## src/rtl/fpu_div_pkg.sv

```systemverilog
// Shared types and constants for the sequential FPU divider.
package fpu_div_pkg;

    typedef enum logic [1:0] {
        IDLE = 2'd0,
        RUN  = 2'd1,
        DONE = 2'd2
    } div_state_e;

    localparam int DEF_WIDTH     = 24;
    localparam int DEF_FRAC_BITS = 25;

    // Iteration counter width able to hold 0..qw.
    function automatic int cnt_width(input int qw);
        return $clog2(qw + 1);
    endfunction

endpackage

```

## src/rtl/seq_divider_if.sv

```systemverilog
// Request/result bundle between the exponent stage and the divider.
interface seq_divider_if
    import fpu_div_pkg::*;
#(
    parameter int WIDTH     = DEF_WIDTH,
    parameter int FRAC_BITS = DEF_FRAC_BITS
);
    localparam int QW = WIDTH + FRAC_BITS;

    logic             REQ;
    logic [WIDTH-1:0] A;
    logic [WIDTH-1:0] B;
    logic             READY;
    logic             VALID;
    logic [QW-1:0]    Q;
    logic [WIDTH-1:0] REM;
    logic             STICKY;
    logic             DBZ;

    modport master (
        output REQ, A, B,
        input  READY, VALID, Q, REM, STICKY, DBZ
    );

    modport slave (
        input  REQ, A, B,
        output READY, VALID, Q, REM, STICKY, DBZ
    );

endinterface

```

## src/rtl/div_trial_sub.sv

```systemverilog
// Trial subtractor for one restoring-division step; kept separate so a CLA
// implementation can replace the behavioural one.
module div_trial_sub #(
    parameter int DW = 26
) (
    input  logic [DW-1:0] minuend_i,
    input  logic [DW-1:0] subtrahend_i,
    output logic [DW-2:0] diff_o,
    output logic          neg_o
);
    logic [DW-1:0] full;

    assign full   = minuend_i - subtrahend_i;
    assign diff_o = full[DW-2:0];
    assign neg_o  = full[DW-1];

endmodule

```

## src/rtl/seq_divider.sv

```systemverilog
// Restoring divider producing floor(A * 2^FRAC_BITS / B), one quotient bit per clock.
// state | meaning
// IDLE  | ready, waiting for REQ
// RUN   | iterating, cnt_q = 0..QW-1
// DONE  | VALID pulse, ready for the next REQ
module seq_divider
    import fpu_div_pkg::*;
#(
    parameter int WIDTH     = DEF_WIDTH,
    parameter int FRAC_BITS = DEF_FRAC_BITS
) (
    input  logic          CLK,
    input  logic          RST,
    seq_divider_if.slave  div_if
);
    localparam int QW = WIDTH + FRAC_BITS;
    localparam int CW = cnt_width(QW);
    localparam logic [CW-1:0] LAST = CW'(QW - 1);

    div_state_e       state_q, state_d;
    logic [CW-1:0]    cnt_q, cnt_d;
    logic [WIDTH-1:0] divisor_q, divisor_d;
    logic [QW-1:0]    dividend_q, dividend_d;
    logic [WIDTH:0]   pr_q, pr_d;
    logic [QW-1:0]    quot_q, quot_d;
    logic [QW-1:0]    q_q, q_d;
    logic [WIDTH-1:0] rem_q, rem_d;
    logic             sticky_q, sticky_d;
    logic             dbz_q, dbz_d;

    logic [WIDTH:0]   trial;
    logic [WIDTH:0]   diff;
    logic             neg;
    logic [WIDTH:0]   pr_nx;
    logic [QW-1:0]    quot_nx;

    // T never exceeds 2B-1, so WIDTH+1 bits of partial remainder suffice.
    assign trial = {pr_q[WIDTH-1:0], dividend_q[QW-1]};

    div_trial_sub #(.DW(WIDTH + 2)) u_trial (
        .minuend_i    ({1'b0, trial}),
        .subtrahend_i ({2'b00, divisor_q}),
        .diff_o       (diff),
        .neg_o        (neg)
    );

    assign pr_nx   = neg ? trial : diff;
    assign quot_nx = (quot_q << 1) | QW'(!neg);

    always_comb begin
        state_d    = state_q;
        cnt_d      = cnt_q;
        divisor_d  = divisor_q;
        dividend_d = dividend_q;
        pr_d       = pr_q;
        quot_d     = quot_q;
        q_d        = q_q;
        rem_d      = rem_q;
        sticky_d   = sticky_q;
        dbz_d      = dbz_q;

        case (state_q)
            RUN: begin
                pr_d       = pr_nx;
                quot_d     = quot_nx;
                dividend_d = dividend_q << 1;
                cnt_d      = cnt_q + CW'(1);
                if (cnt_q == LAST) begin
                    state_d  = DONE;
                    cnt_d    = '0;
                    q_d      = quot_nx;
                    rem_d    = pr_nx[WIDTH-1:0];
                    sticky_d = |pr_nx;
                    dbz_d    = 1'b0;
                end
            end
            default: begin
                state_d = IDLE;
                if (div_if.REQ) begin
                    divisor_d  = div_if.B;
                    dividend_d = QW'(div_if.A) << FRAC_BITS;
                    pr_d       = '0;
                    quot_d     = '0;
                    cnt_d      = '0;
                    if (div_if.B == '0) begin
                        state_d  = DONE;
                        q_d      = '1;
                        rem_d    = div_if.A;
                        sticky_d = 1'b1;
                        dbz_d    = 1'b1;
                    end else begin
                        state_d  = RUN;
                    end
                end
            end
        endcase
    end

    always_ff @(posedge CLK) begin
        if (RST) begin
            state_q    <= IDLE;
            cnt_q      <= '0;
            divisor_q  <= '0;
            dividend_q <= '0;
            pr_q       <= '0;
            quot_q     <= '0;
            q_q        <= '0;
            rem_q      <= '0;
            sticky_q   <= 1'b0;
            dbz_q      <= 1'b0;
        end else begin
            state_q    <= state_d;
            cnt_q      <= cnt_d;
            divisor_q  <= divisor_d;
            dividend_q <= dividend_d;
            pr_q       <= pr_d;
            quot_q     <= quot_d;
            q_q        <= q_d;
            rem_q      <= rem_d;
            sticky_q   <= sticky_d;
            dbz_q      <= dbz_d;
        end
    end

    assign div_if.READY  = (state_q != RUN);
    assign div_if.VALID  = (state_q == DONE);
    assign div_if.Q      = q_q;
    assign div_if.REM    = rem_q;
    assign div_if.STICKY = sticky_q;
    assign div_if.DBZ    = dbz_q;

endmodule

```

## src/flat_wrapper.sv

```systemverilog
// flat-port wrapper written by rule: the top's interface ports become plain ports
module seq_divider_flat import fpu_div_pkg::*;
#(
    parameter int WIDTH     = DEF_WIDTH,
    parameter int FRAC_BITS = DEF_FRAC_BITS
)
  (CLK, RST, div_if_REQ, div_if_A, div_if_B, div_if_READY, div_if_VALID, div_if_Q, div_if_REM, div_if_STICKY, div_if_DBZ);
  seq_divider_if #(.WIDTH(WIDTH), .FRAC_BITS(FRAC_BITS)) div_if_i ();
  input  logic CLK;
  input  logic RST;
  input wire logic [$bits(div_if_i.REQ)-1:0] div_if_REQ;
  input wire logic [$bits(div_if_i.A)-1:0] div_if_A;
  input wire logic [$bits(div_if_i.B)-1:0] div_if_B;
  output wire logic [$bits(div_if_i.READY)-1:0] div_if_READY;
  output wire logic [$bits(div_if_i.VALID)-1:0] div_if_VALID;
  output wire logic [$bits(div_if_i.Q)-1:0] div_if_Q;
  output wire logic [$bits(div_if_i.REM)-1:0] div_if_REM;
  output wire logic [$bits(div_if_i.STICKY)-1:0] div_if_STICKY;
  output wire logic [$bits(div_if_i.DBZ)-1:0] div_if_DBZ;
  assign div_if_i.REQ = div_if_REQ;
  assign div_if_i.A = div_if_A;
  assign div_if_i.B = div_if_B;
  assign div_if_READY = div_if_i.READY;
  assign div_if_VALID = div_if_i.VALID;
  assign div_if_Q = div_if_i.Q;
  assign div_if_REM = div_if_i.REM;
  assign div_if_STICKY = div_if_i.STICKY;
  assign div_if_DBZ = div_if_i.DBZ;
  seq_divider #(.WIDTH(WIDTH), .FRAC_BITS(FRAC_BITS)) u_core (.CLK(CLK), .RST(RST), .div_if(div_if_i));
endmodule
```

## config.mk

```make
export PLATFORM = sky130hd
export DESIGN_NAME = seq_divider_flat
export DESIGN_NICKNAME = d
export VERILOG_FILES = /design/src/rtl/fpu_div_pkg.sv /design/src/rtl/seq_divider_if.sv /design/src/rtl/div_trial_sub.sv /design/src/rtl/seq_divider.sv /design/src/flat_wrapper.sv
export SDC_FILE = /design/constraint.sdc
export NUM_CORES = 1
export LEC_CHECK = 0
export ABC_AREA = 1
export CAP_MARGIN = 20
export CORE_MARGIN = 1.5
export CORE_UTILIZATION = 55
export DETAILED_ROUTE_END_ITERATION = 12
export PLACE_DENSITY_LB_ADDON = 0.05
export SLEW_MARGIN = 0
export SYNTH_ARGS = -nofsm -noshare
export SYNTH_HDL_FRONTEND = slang
export SYNTH_SLANG_ARGS = --single-unit
```

## constraint.sdc

```tcl
create_clock -name CLK -period 3.43 [get_ports CLK]
set_input_delay 0.343 -clock CLK [delete_from_list [all_inputs] [get_ports CLK]]
set_output_delay 0.343 -clock CLK [all_outputs]
set_load 0.02 [all_outputs]
```

==> impl_metrics.toml, run 1 <==
[sta]
period_share_pct = 83.1
hold_slack_ns = 0.443
fin_setup_tns_ns = 0
setup_viol = 0
tightest_slew_ns = 0.912
drv_slew = 0
clock_skew_ns = 0.00465
hold_viol = 0
slew_headroom_pct = 39.2
rsz0062_at_grt = "no"
finalCriticalPeriod_ns = 2.85
fmax_ghz = 0.351

[pwr]
powerDensity_nw_per_um2 = 545
p_leak_nw = 5.16
vdd_drop_max_v = 0.000387

[worst_setup_path]
r2r_setup_slack_ns = 0.58
cp_max_fo = 32
reg2reg_from = "u_core.pr_q[19]"
reg2regPathDepth = 16
cp-start-kind = "register"
cp-end-kind = "register"
rr_endpoint = "u_core.div_if.STICKY"
path_class = "register to register"
worstPathRequired_ns = 3.83
crit_arrival_ns = 3.25

[global_routing]
overflow = 0
grt_pass1_wl_um = 41200
grt_antenna_before_repair = 1
grt_max_degree = 99
grt_pass1_vias = 8302
grtUsageTotal_pct = 28.0

[routing]
vias = 9118
wirelength_um = 25900
drt_iter0_drc = 548
wire_per_inst_um = 15.1
drc = 0
dr.pass1.iters = 5
drtAntennaViolNets = 0
via_per_inst = 5.32

[synth]
async_flop_share_pct = 0
synth_cell_types = 43
ys_top_cells_by_area = "dfxtp_1, nand2_1, a21oi_1, o21ai_0, inv_1"
ys_seq_area_share_pct = 42.1
syn_inst = 1392
synth_ff_type = "dfxtp_1"
synth_top_area_share_pct = 42.1
yosysWarnings = 0
synth_fp_nets = 1470
synth_area_um2 = 9660
synth-seq-cells = 203
synth_edf_count = 0
synthTopCellsByCount = "nand2_1, dfxtp_1, inv_1"
yosysTopAreaCell = "dfxtp_1"
synth_most_common_cell = "nand2_1"
avgSynthCellArea_um2 = 6.94

[floorplan]
fp-row-count = 48
die_h_um = 136
coreArea_um2 = 17200
die_w_um = 136
die-area_um2 = 18400
io_pins = 128
start_util_pct = 56.0

[flow_run]
cap_violations = 0

[final_layout]
postLayoutCoreUtil_pct = 68.1
nNetsFinal = 1557
diodes = 0
drive_gt1_share_pct = 4.77
synthToLayoutAreaGrowth_pct = 21.4

[clock_network]
cts_tree = "built"
cts_buffers = 22
cts-root-buf = "clkbuf_16"
post_cts_buffers = 0
cts.clk_slew.worst_paths_ns = 0.06
htree_levels = 1
hold_buffers = 0
postCtsResizedCells = 0
clock-sinks = 203
worstSkewPairLatency_ns = 0.51
clockBufferDepth = 3

[place]
dpl.hpwl_um = 18200
portBuffers = 127
gp_routability_congestion = 0.905

[min_path]
hold_path.class = "primary input to register"
hold_end = "u_core.div_if.REM[6]"
hold_path_depth = 3
min_from = "div_if_A[6]"

[status]
status = "finished, final reports clean"
-- area by class of cell --
class,instances,area [um^2]
clock inverter,5,125
tap,225,282
timing repair buffer,137,1370
clock buffer,30,601
inverter,162,611
fill,1545,5510
multi-input combinational,953,4680
sequential,203,4060
-- placed cells by master, fill, tap and decap left out, types with 8 or more instances in the layout --
cell / Yosys / layout
buf_4: 2 / 8
nand2_1: 376 / 375
nor2_1: 100 / 99
a211oi_1: 30 / 30
a31oi_1: 11 / 11
nand3_1: 85 / 85
ha_1: 26 / 26
o21ai_0: 117 / 117
inv_1: 151 / 150
dfxtp_1: 203 / 203
a21oi_1: 128 / 128
clkbuf_16: 0 / 22
clkdlybuf4s50_1: 0 / 126
-- worst max-delay path: stages (launching register included) --
cell and delay, ns:
dfxtp_1 0.34, ha_1 0.40, nand2_1 0.15, nor2_2 0.21
nand2_2 0.09, nor2_2 0.13, nand2_4 0.14, nand3_4 0.32
inv_1 0.26, nand2_1 0.11, nand2_1 0.08, inv_1 0.06
nand2_1 0.04, nor2_1 0.15, nand3_1 0.09, nor2_1 0.10
nor2_1 0.05
-- power breakdown --
group | switching (mW) | internal [mW]
registers | 0.0987 | 2.55
clock network | 0.934 | 1.45
logic | 0.860 | 0.508
total | 1.89 | 4.50
-- cells by family after synthesis --
group	count (synthesis)	share of synthesized area, %
xor+xnor	10	0.907
compound gates	310	17.6
flops	203	42.1
buf+inv	236	9.61
fa+ha+maj	27	3.58
simple gates	606	26.2
-- per-stage QoR --
| stage | total power [mW] | instance area [um^2] | cells | setup WS (ns) |
|---|---|---|---|---|
| 2_1_floorplan | 3.58 | 9660 | 1392 | 1.33 |
| 3_3_place_gp | 4.03 | 11000 | 1680 | 0.447 |
| 3_5_place_dp | 4.05 | 11000 | 1680 | 0.388 |
| 4_1_cts | 6.43 | 11700 | 1715 | 0.625 |
| 5_1_grt | 6.69 | 11700 | 1715 | 0.338 |
| 6_report | 6.40 | 11700 | 1715 | 0.580 |
-- state kept, by name (all words and copies together), names as in the netlist --
| register | flops |
|---|---|
| u_core.div_if.Q | 49 |
| u_core.div_if.REM | 24 |
| u_core.pr_q | 24 |
| u_core.state_q | 2 |
| u_core.cnt_q | 6 |
| u_core.quot_q | 48 |
| u_core.div_if.DBZ | 1 |
| u_core.div_if.STICKY | 1 |
| u_core.dividend_q | 24 |
| u_core.divisor_q | 24 |
-- worst max-delay path by stage --
stage	from	end	slack [ns]
after floorplan	u_core.dividend_q[48]	u_core.div_if.STICKY	1.33
after global placement	div_if_B[8]	u_core.div_if.Q[12]	0.45
after detailed placement	div_if_B[8]	u_core.div_if.Q[18]	0.39
after CTS	u_core.divisor_q[22]	u_core.div_if.STICKY	0.62
after global routing	u_core.pr_q[19]	u_core.div_if.STICKY	0.34
final	u_core.pr_q[19]	u_core.div_if.STICKY	0.58
-- metal layers --
| metal | track usage, % | up-vias | wire length [um] | part of all wire [%] |
|---|---|---|---|---|
| li1 | - | 4711 | - | - |
| met1 | 35.5 | 4151 | 11500 | 45 |
| met2 | 48.5 | 210 | 12300 | 47 |
| met3 | 5.35 | 44 | 1440 | 5.6 |
| met4 | 8.12 | 2 | 621 | 2.4 |
| met5 | 0 | - | 11 | 0.042 |
Note: power is estimated with default switching activity, not from simulation.
==> run 2, diff against run 1 <==
==> constraint.sdc (replaced) <==
create_clock -name CLK -period 2.7 [get_ports CLK]
set_input_delay 0.27 -clock CLK [delete_from_list [all_inputs] [get_ports CLK]]
set_output_delay 0.27 -clock CLK [all_outputs]
set_load 0.02 [all_outputs]
==> run 2 against run 1 <==
First-iteration DRC count rose by 13%. Combinational power rose by 33%. Highest routed layer is now met4. Final area rose by 2.2%. Register-to-register slack got worse by 0.43 ns.
==> impl_metrics.toml, run 2 (synthesized netlist as in run 1, its figures left out) <==
[clock_network]
clock-sinks = 203
cts-root-buf = "clkbuf_16"
cts_buffers = 22
clockBufferDepth = 3
htree_levels = 1
worstSkewPairLatency_ns = 0.50
cts.clk_slew.worst_paths_ns = 0.07
cts_tree = "built"

[pwr]
switchingPower_mw = 2.45
p_leak_nw = 5.31
swShare_pct = 29.9
p_int_mw = 5.74
p_seq_share_pct = 41.1
p_comb_share_pct = 22.3
vdd_drop_max_v = 0.000619
powerDensity_nw_per_um2 = 683
clockPowerShare_pct = 36.7

[final_layout]
largest_reg_flops = 49
nNetsFinal = 1585
mostFrequentLayoutCell = "nand2_1"
layout_common_cells = "nand2_1, dfxtp_1, inv_1"
nFillCells = 1512
drive_gt1_share_pct = 7.24
synthToLayoutAreaGrowth_pct = 24.1
diodes = 0

[sta]
setup_viol = 0
fin_setup_tns_ns = 0
period_share_pct = 94.5
finalCriticalPeriod_ns = 2.55
drv_slew = 0
clock_skew_ns = 0.0152
slew_headroom_pct = 43.6
hold_viol = 0
fmax_ghz = 0.392
tightest_slew_ns = 0.846
fin_ws_ns = 0.149

[status]
status = "finished, final reports clean"

[worst_setup_path]
cp-end-kind = "register"
crit_arrival_ns = 2.95
rr_endpoint = "u_core.div_if.STICKY"
cp_cell_sequence = "ha_1 -> nand2_1 -> nand2_1 -> inv_1 -> nand2_1 -> clkinv_1 -> nand2_1 -> nand2_1 -> nand3_4 -> buf_12 -> or2_2 -> nand2_1 -> nand2_1 -> nor2_1 -> nand3_1 -> nor2_1 -> nor2_1"
r2r_setup_slack_ns = 0.15
critPathLaunch = "u_core.pr_q[15]"
path_class = "register to register"
cp-start-kind = "register"
worstPathRequired_ns = 3.09
crit_path_top_delay_cell = "ha_1"
reg2reg_from = "u_core.pr_q[15]"
cp-endpoint = "u_core.div_if.STICKY"
cpMostUsedCell = "nand2_1"
slowest_delay_ns = 0.38
reg2regPathDepth = 17
cp_max_fo = 10

[global_routing]
grt_pass1_vias = 8797
grt_antenna_before_repair = 0
grtUsageTotal_pct = 29.1
grt_max_degree = 95
grt_pass1_wl_um = 43100
overflow = 0

[place]
portBuffers = 127
gp_routability_congestion = 0.917
dp_slack_ns = 0.228
dpl.hpwl_um = 18700

[floorplan]
die_h_um = 136
die_w_um = 136
die-area_um2 = 18400
start_util_pct = 56.0
coreArea_um2 = 17200
fp-row-count = 48
io_pins = 128

[routing]
drtAntennaViolNets = 0
drc = 0
via_per_inst = 5.37
wirelength_um = 26500
dr.pass1.iters = 5
wire_per_inst_um = 15.2
drt_iter0_drc = 621
vias = 9376

[flow_run]
cap_violations = 0

[min_path]
hold_path.class = "primary input to register"
-- run 2: worst min path at each step --
stage / from / endpoint / slack [ns] / cells past startpoint
2_1_floorplan: div_if_B[0] / u_core.divisor_q[0] / 0.40 / 2
3_3_place_gp: u_core.quot_q[35] / u_core.quot_q[35] / 0.45 / 2
3_5_place_dp: u_core.quot_q[35] / u_core.quot_q[35] / 0.45 / 2
4_1_cts: RST / u_core.cnt_q[4] / 0.30 / 3
5_1_grt: RST / u_core.quot_q[47] / 0.32 / 3
6_report: RST / u_core.cnt_q[4] / 0.31 / 3
-- run 2: power groups by stage --
stage | Clock (mW) | Sequential [mW] | Combinational [mW]
2_1_floorplan | 0 | 3.53 | 1.02
3_3_place_gp | 0 | 3.42 | 1.75
3_5_place_dp | 0 | 3.42 | 1.78
4_1_cts | 3.04 | 3.36 | 1.79
5_1_grt | 3.18 | 3.38 | 2.03
6_report | 3.00 | 3.36 | 1.82
-- run 2: worst max-delay path: cells and delay by family, from the launching register on --
| family | cells | cell delay [ns] |
|---|---|---|
| flip-flops | 1 | 0.35 |
| adder cells (fa/ha/maj) | 1 | 0.38 |
| buffers and inverters | 3 | 0.33 |
| AND/OR/NAND/NOR | 13 | 1.40 |
-- run 2: cell type report --
| class | instances | area, um^2 | area share [%] |
|---|---|---|---|
| sequential | 203 | 4070 | 33.9 |
| clock buffer | 28 | 614 | 5.12 |
| clock inverter | 9 | 105 | 0.876 |
| tap | 225 | 282 | 2.35 |
| inverter | 162 | 614 | 5.12 |
| multi-input combinational | 953 | 4700 | 39.2 |
| timing repair buffer | 165 | 1610 | 13.4 |
-- run 2: through the flow --
stage               instance area, um^2  cells  power, mW  util [%]  hold slack, ns
floorplan                          9660   1392       4.55         -           0.405
global placement                  11200   1703       5.17      64.9           0.449
detailed placement                11200   1704       5.20      65.0           0.452
CTS                               11900   1741       8.19      69.2           0.301
global route                      12000   1745       8.59      69.6           0.323
finish                            12000   1745       8.18      69.6           0.310
-- run 2: metal layers --
metal	GRT usage, %	vias up	share of wire, %
li1	-	4754	-
met1	37.2	4279	44
met2	49.1	281	47
met3	5.09	62	5.8
met4	11.0	0	3.6
met5	0	-	0
-- run 2: repair_timing --
item	in CTS	in global routing
buffers inserted	0	4
endpoints found under the setup margin	0	2
resized for setup	0	8
hold buffers	0	0
endpoints found under the hold margin	0	0
==> variant 1, RTL diff (flow settings as in run 2) <==
Make the reset (`RST`) asynchronous in one clocked block.
--- a/src/rtl/seq_divider.sv
+++ b/src/rtl/seq_divider.sv
@@ -98,3 +98,3 @@
 
-    always_ff @(posedge CLK) begin
+    always_ff @(posedge CLK or posedge RST) begin
         if (RST) begin
Function: differs if RST is asserted again (counterexample within 4 cycles, from zero or initial values and one cycle with RST high); with RST held inactive, the same outputs for 4 cycles.
==> variant 1 against run 2 <==
  * Worst setup slack lost 14 ps
  * Final area grew 5.8%
  * Sequential cell count is the same
  * Wire length is essentially flat
  * Area after synthesis grew 2.7%
  * Critical endpoint is now u_core.div_if.STICKY
  * Largest cell class is now registers
Power is not compared: it rests on default switching activity, and its combinational part moved more than twofold at a synthesized area within 25%.
==> variant 1: results (changes against run 2) <==
synthesis:
  ys_async_sr_fraction: 1.00  # was 0
  synth_area_leaders: "dfrtp_1 (51%), nand2_1 (12%), inv_1 (5.6%), nor2_1 (5.0%), a31oi_1 (4.2%)"  # was dfxtp_1 (42%), nand2_1 (15%), a21oi_1 (6.6%), o21ai_0 (6.1%), inv_1 (5.9%)
  yosys-top-cells-count: "nand2_1 (324), dfrtp_1 (203), inv_1 (149)"  # was nand2_1 (376), dfxtp_1 (203), inv_1 (151)
  synth-seq-area-share: 0.512  # was 0.421
  syn_nets: 1295  # was 1470
  yosysUniqueCellTypes: 42  # was 43
grt:
  grt_max_degree: 60  # was 95
  grt_usage: 0.285  # was 0.291
  grt_pass1_wl_um: 42100  # was 43100 µm
setup_path:
  cp_slowest_cell: "dfrtp_1"  # was ha_1
  rr_startpoint: "u_core.pr_q[19]"  # was u_core.pr_q[15]
  r2r_cells: 16  # was 17
  r2r_end: "u_core.div_if.STICKY"  # unchanged
  crit_fanout: 21  # was 10
  crit_path_max_incr_delay_ps: 450  # was 380 ps
  worst_ep_arrival_time_ps: 2970  # was 2950 ps
final_layout:
  syn_to_final_growth_pct: 27.9  # was 24.1%
  n_fill_cell: 1388  # was 1512
  finalNetCount: 1432  # was 1585
clocking:
  cts_buffers: 21  # was 22
detailed_routing:
  drtIter0Drc: 532  # was 621
  vias_per_cell: 5.48  # was 5.37
placed_design:
  place_hpwl_um: 18800  # was 18700 µm
  postPlaceCellArea_um2: 11700  # was 11200 µm²
run_status:
  status: "completed"  # unchanged
worst_hold_path:
  hold_class: "input port to asynchronous set/reset pin"  # was input port to flip-flop
-- variant 1: cell count changes after synthesis, sizes merged, moves of 49 or more --
cell	before	now
a31oi	11	66
nand2	385	336
dfrtp	0	203
a21oi	129	33
o21ai	120	44
dfxtp	203	0
-- variant 1: where the power goes --
part           total (µW)  internal, µW  switching (µW)
Clock                3280          2050            1230
Sequential           4790          4140             647
Combinational       10100          3860            6200
Total               18100         10100            8080
-- variant 1: cells by family (layout without fill, tap and decap cells) --
kind of cell    count (synthesis)  in the layout  synth area share
compound gates                218            218             0.132
mux                             1              1           0.00113
xor+xnor                       13             13            0.0115
fa+ha+maj                      27             27            0.0348
flops                         203            203             0.512
simple gates                  547            547             0.226
buf+inv                       208            360            0.0829
-- variant 1: stage by stage --
step	setup TNS, ps	hold slack [ps]	std cells
6_report	0	200	1594
5_1_grt	-45.2	234	1594
4_1_cts	0	206	1594
3_5_place_dp	-24.1	471	1556
3_3_place_gp	-18.7	468	1556
2_1_floorplan	-40660	390	1217
-- variant 1: final cells by class --
| type | instances | area share |
|---|---|---|
| clock buffer | 27 | 0.0471 |
| clock inverter | 11 | 0.0150 |
| inverter | 155 | 0.0465 |
| multi-input combinational | 806 | 0.335 |
| sequential | 203 | 0.400 |
| tap | 225 | 0.0222 |
| timing repair buffer | 167 | 0.134 |
-- variant 1: worst register-to-register path, cell delays in order (launching register included) --
cell and delay, ps:
dfrtp_1 450, ha_4 300, a21oi_1 220, nand2_1 130, nand2_1 70, nand3_1 120
inv_1 120, nand3_4 110, buf_12 170, nand2_1 80, nand2_1 90, nor2_1 120
nand2_1 90, nor2_4 160, nand3_1 100, nor2_1 90, nor2_1 40
-- variant 1: how the worst min path moves through the flow --
stage	slack [ps]	endpoint	cells past startpoint
6_report	200	u_core.pr_q[18]	2
5_1_grt	230	u_core.div_if.REM[21]	2
4_1_cts	210	u_core.div_if.REM[21]	2
3_5_place_dp	470	u_core.dividend_q[33]	2
3_3_place_gp	470	u_core.dividend_q[28]	2
2_1_floorplan	390	u_core.dividend_q[43]	2
-- variant 1: routing by layer --
layer	wire length, µm	part of all wire	vias up	global-route usage
met5	0	0	-	0
met4	583	0.022	0	0.0795
met3	1500	0.056	45	0.0327
met2	11900	0.45	257	0.438
met1	12600	0.47	4178	0.429
li1	-	-	4255	-
-- variant 1: what timing repair did --
| item | CTS | global route |
|---|---|---|
| pin swaps | 0 | 2 |
| endpoints found under the setup margin | 1 | 1 |
| gates resized for setup | 1 | 34 |
==> variant 2, RTL diff (config.mk and constraints of run 2) <==
Made on the original files. `DEF_FRAC_BITS`: 25 -> 17.
--- a/src/rtl/fpu_div_pkg.sv
+++ b/src/rtl/fpu_div_pkg.sv
@@ -10,3 +10,3 @@
     localparam int DEF_WIDTH     = 24;
-    localparam int DEF_FRAC_BITS = 25;
+    localparam int DEF_FRAC_BITS = 17;
 
Ports: changed (resized div_if_Q); port bits go from 128 to 120. The function was not compared with the original's and may differ.
==> variant 2 against run 2 <==
  * Count of clock-buffer cells in the layout shrank 11
  * Wire length shrank 3.7%
  * Combinational power shrank 3%
  * Area after synthesis shrank 5.2%
  * Final area shrank 5.9%
  * Sequential cell count shrank 16
  * Final cell count shrank 3.9%
  * First-iteration DRC count grew 17%
  * Total power shrank 7.7%
  * Worst setup slack lost 20 ps
  * Largest cell class unchanged
  * Largest power group unchanged
==> variant 2: results (changes against run 2) <==
run_status:
  status: "completed"  # unchanged
synthesis:
  synthCells: 1343  # was 1392
  synth_compound_area_frac: 0.175  # was 0.176
  synth-seq-area-share: 0.409  # was 0.421
  synthXorXnorAreaFrac: 0.00669  # was 0.00907
  synth_area_leaders: "dfxtp_1 (41%), nand2_1 (15%), a21oi_1 (6.7%), inv_1 (6.4%), o21ai_0 (6.0%)"  # was dfxtp_1 (42%), nand2_1 (15%), a21oi_1 (6.6%), o21ai_0 (6.1%), inv_1 (5.9%)
  yosys-top-cells-count: "nand2_1 (365), dfxtp_1 (187), inv_1 (157)"  # was nand2_1 (376), dfxtp_1 (203), inv_1 (151)
  yosysUniqueCellTypes: 44  # was 43
  syn_nets: 1421  # was 1470
detailed_routing:
  wl_per_cell_um: 15.2  # about the same
  drtIter0Drc: 729  # was 621
  vias: 8919  # was 9376
sta:
  slew_headroom: 0.566  # was 0.436
  finalClockSkew_ps: 12.9  # was 15.2 ps
placed_design:
  io_buffer_count: 119  # was 127
  place_hpwl_um: 18200  # was 18700 µm
setup_path:
  crit_fanout: 13  # was 10
  worst_ep_arrival_time_ps: 2890  # was 2950 ps
pwr:
  ir_drop_v: 0.000632  # was 0.000619 V
  switching_share: 0.320  # was 0.299
  comb_power_share: 0.234  # was 0.223
  p_clk_frac: 0.358  # was 0.367
clocking:
  worstSkewPairLatency_ps: 430  # was 500 ps
  htreeDepth: 4  # was 1
  clock_path_buffers: 2  # was 3
final_layout:
  fin_cells: 1677  # was 1745
  largest_reg_flops: 41  # was 49
  finalNetCount: 1523  # was 1585
grt:
  grt_pass1_wl_um: 40800  # was 43100 µm
  grt_max_degree: 117  # was 95
  grt_usage: 0.291  # about the same
  grt_pass1_vias: 8242  # was 8797
[variant 2: changes by cell type in the layout (fill, tap and decap cells not counted), moves of 6 or more]
cell                    run 2  this run
a211oi_1                   30        22
clkbuf_16                  23        17
a21oi_1                   128       122
clkdlybuf4s50_1           126       118
nand3_1                    85        78
dfxtp_1                   202       187
o21ai_0                   117       108
nand2_1                   374       365
inv_1                     149       156
[variant 2: worst paths after layout]
path,start,endpoint,slack [ps],cells after the start
hold reg to reg,u_core.quot_q[37],u_core.quot_q[37],460,2
setup reg to reg,u_core.pr_q[6],u_core.div_if.STICKY,130,18
hold / removal,RST,u_core.dividend_q[25],400,4
setup / recovery,u_core.pr_q[6],u_core.div_if.STICKY,130,18
[variant 2: area by class of cell]
class,count,area (µm²)
inverter,167,627
tap,220,275
sequential,187,3740
fill,1433,5130
multi-input combinational,922,4560
timing repair buffer,150,1440
clock buffer,17,425
clock inverter,14,203
[variant 2: stage by stage]
stage / instance area (µm²) / util
2_1_floorplan: 9160 / -
3_3_place_gp: 10600 / 0.647
3_5_place_dp: 10600 / 0.647
4_1_cts: 11200 / 0.685
5_1_grt: 11300 / 0.687
6_report: 11300 / 0.687
[variant 2: metal layers]
layer | track usage | vias to the layer above | part of all wire
li1 | - | 4566 | -
met1 | 0.381 | 4064 | 0.45
met2 | 0.483 | 252 | 0.47
met3 | 0.0550 | 37 | 0.054
met4 | 0.0951 | 0 | 0.022
met5 | 0 | - | 0
[variant 2: worst max-delay path, cell delays in order, from the launching register on]
cell      delay [ps]
dfxtp_1          340
ha_1             370
nand2_2          140
inv_2             30
nand2_1           60
nand2_1           90
clkinv_1          90
nand3_4          110
nand2_4          120
nand3_4          180
buf_4            230
nand3_1           90
nand2_1          110
inv_1             80
nand2_1           40
nor2_1           150
nand3_1          100
nor2_1            90
nor2_1            40
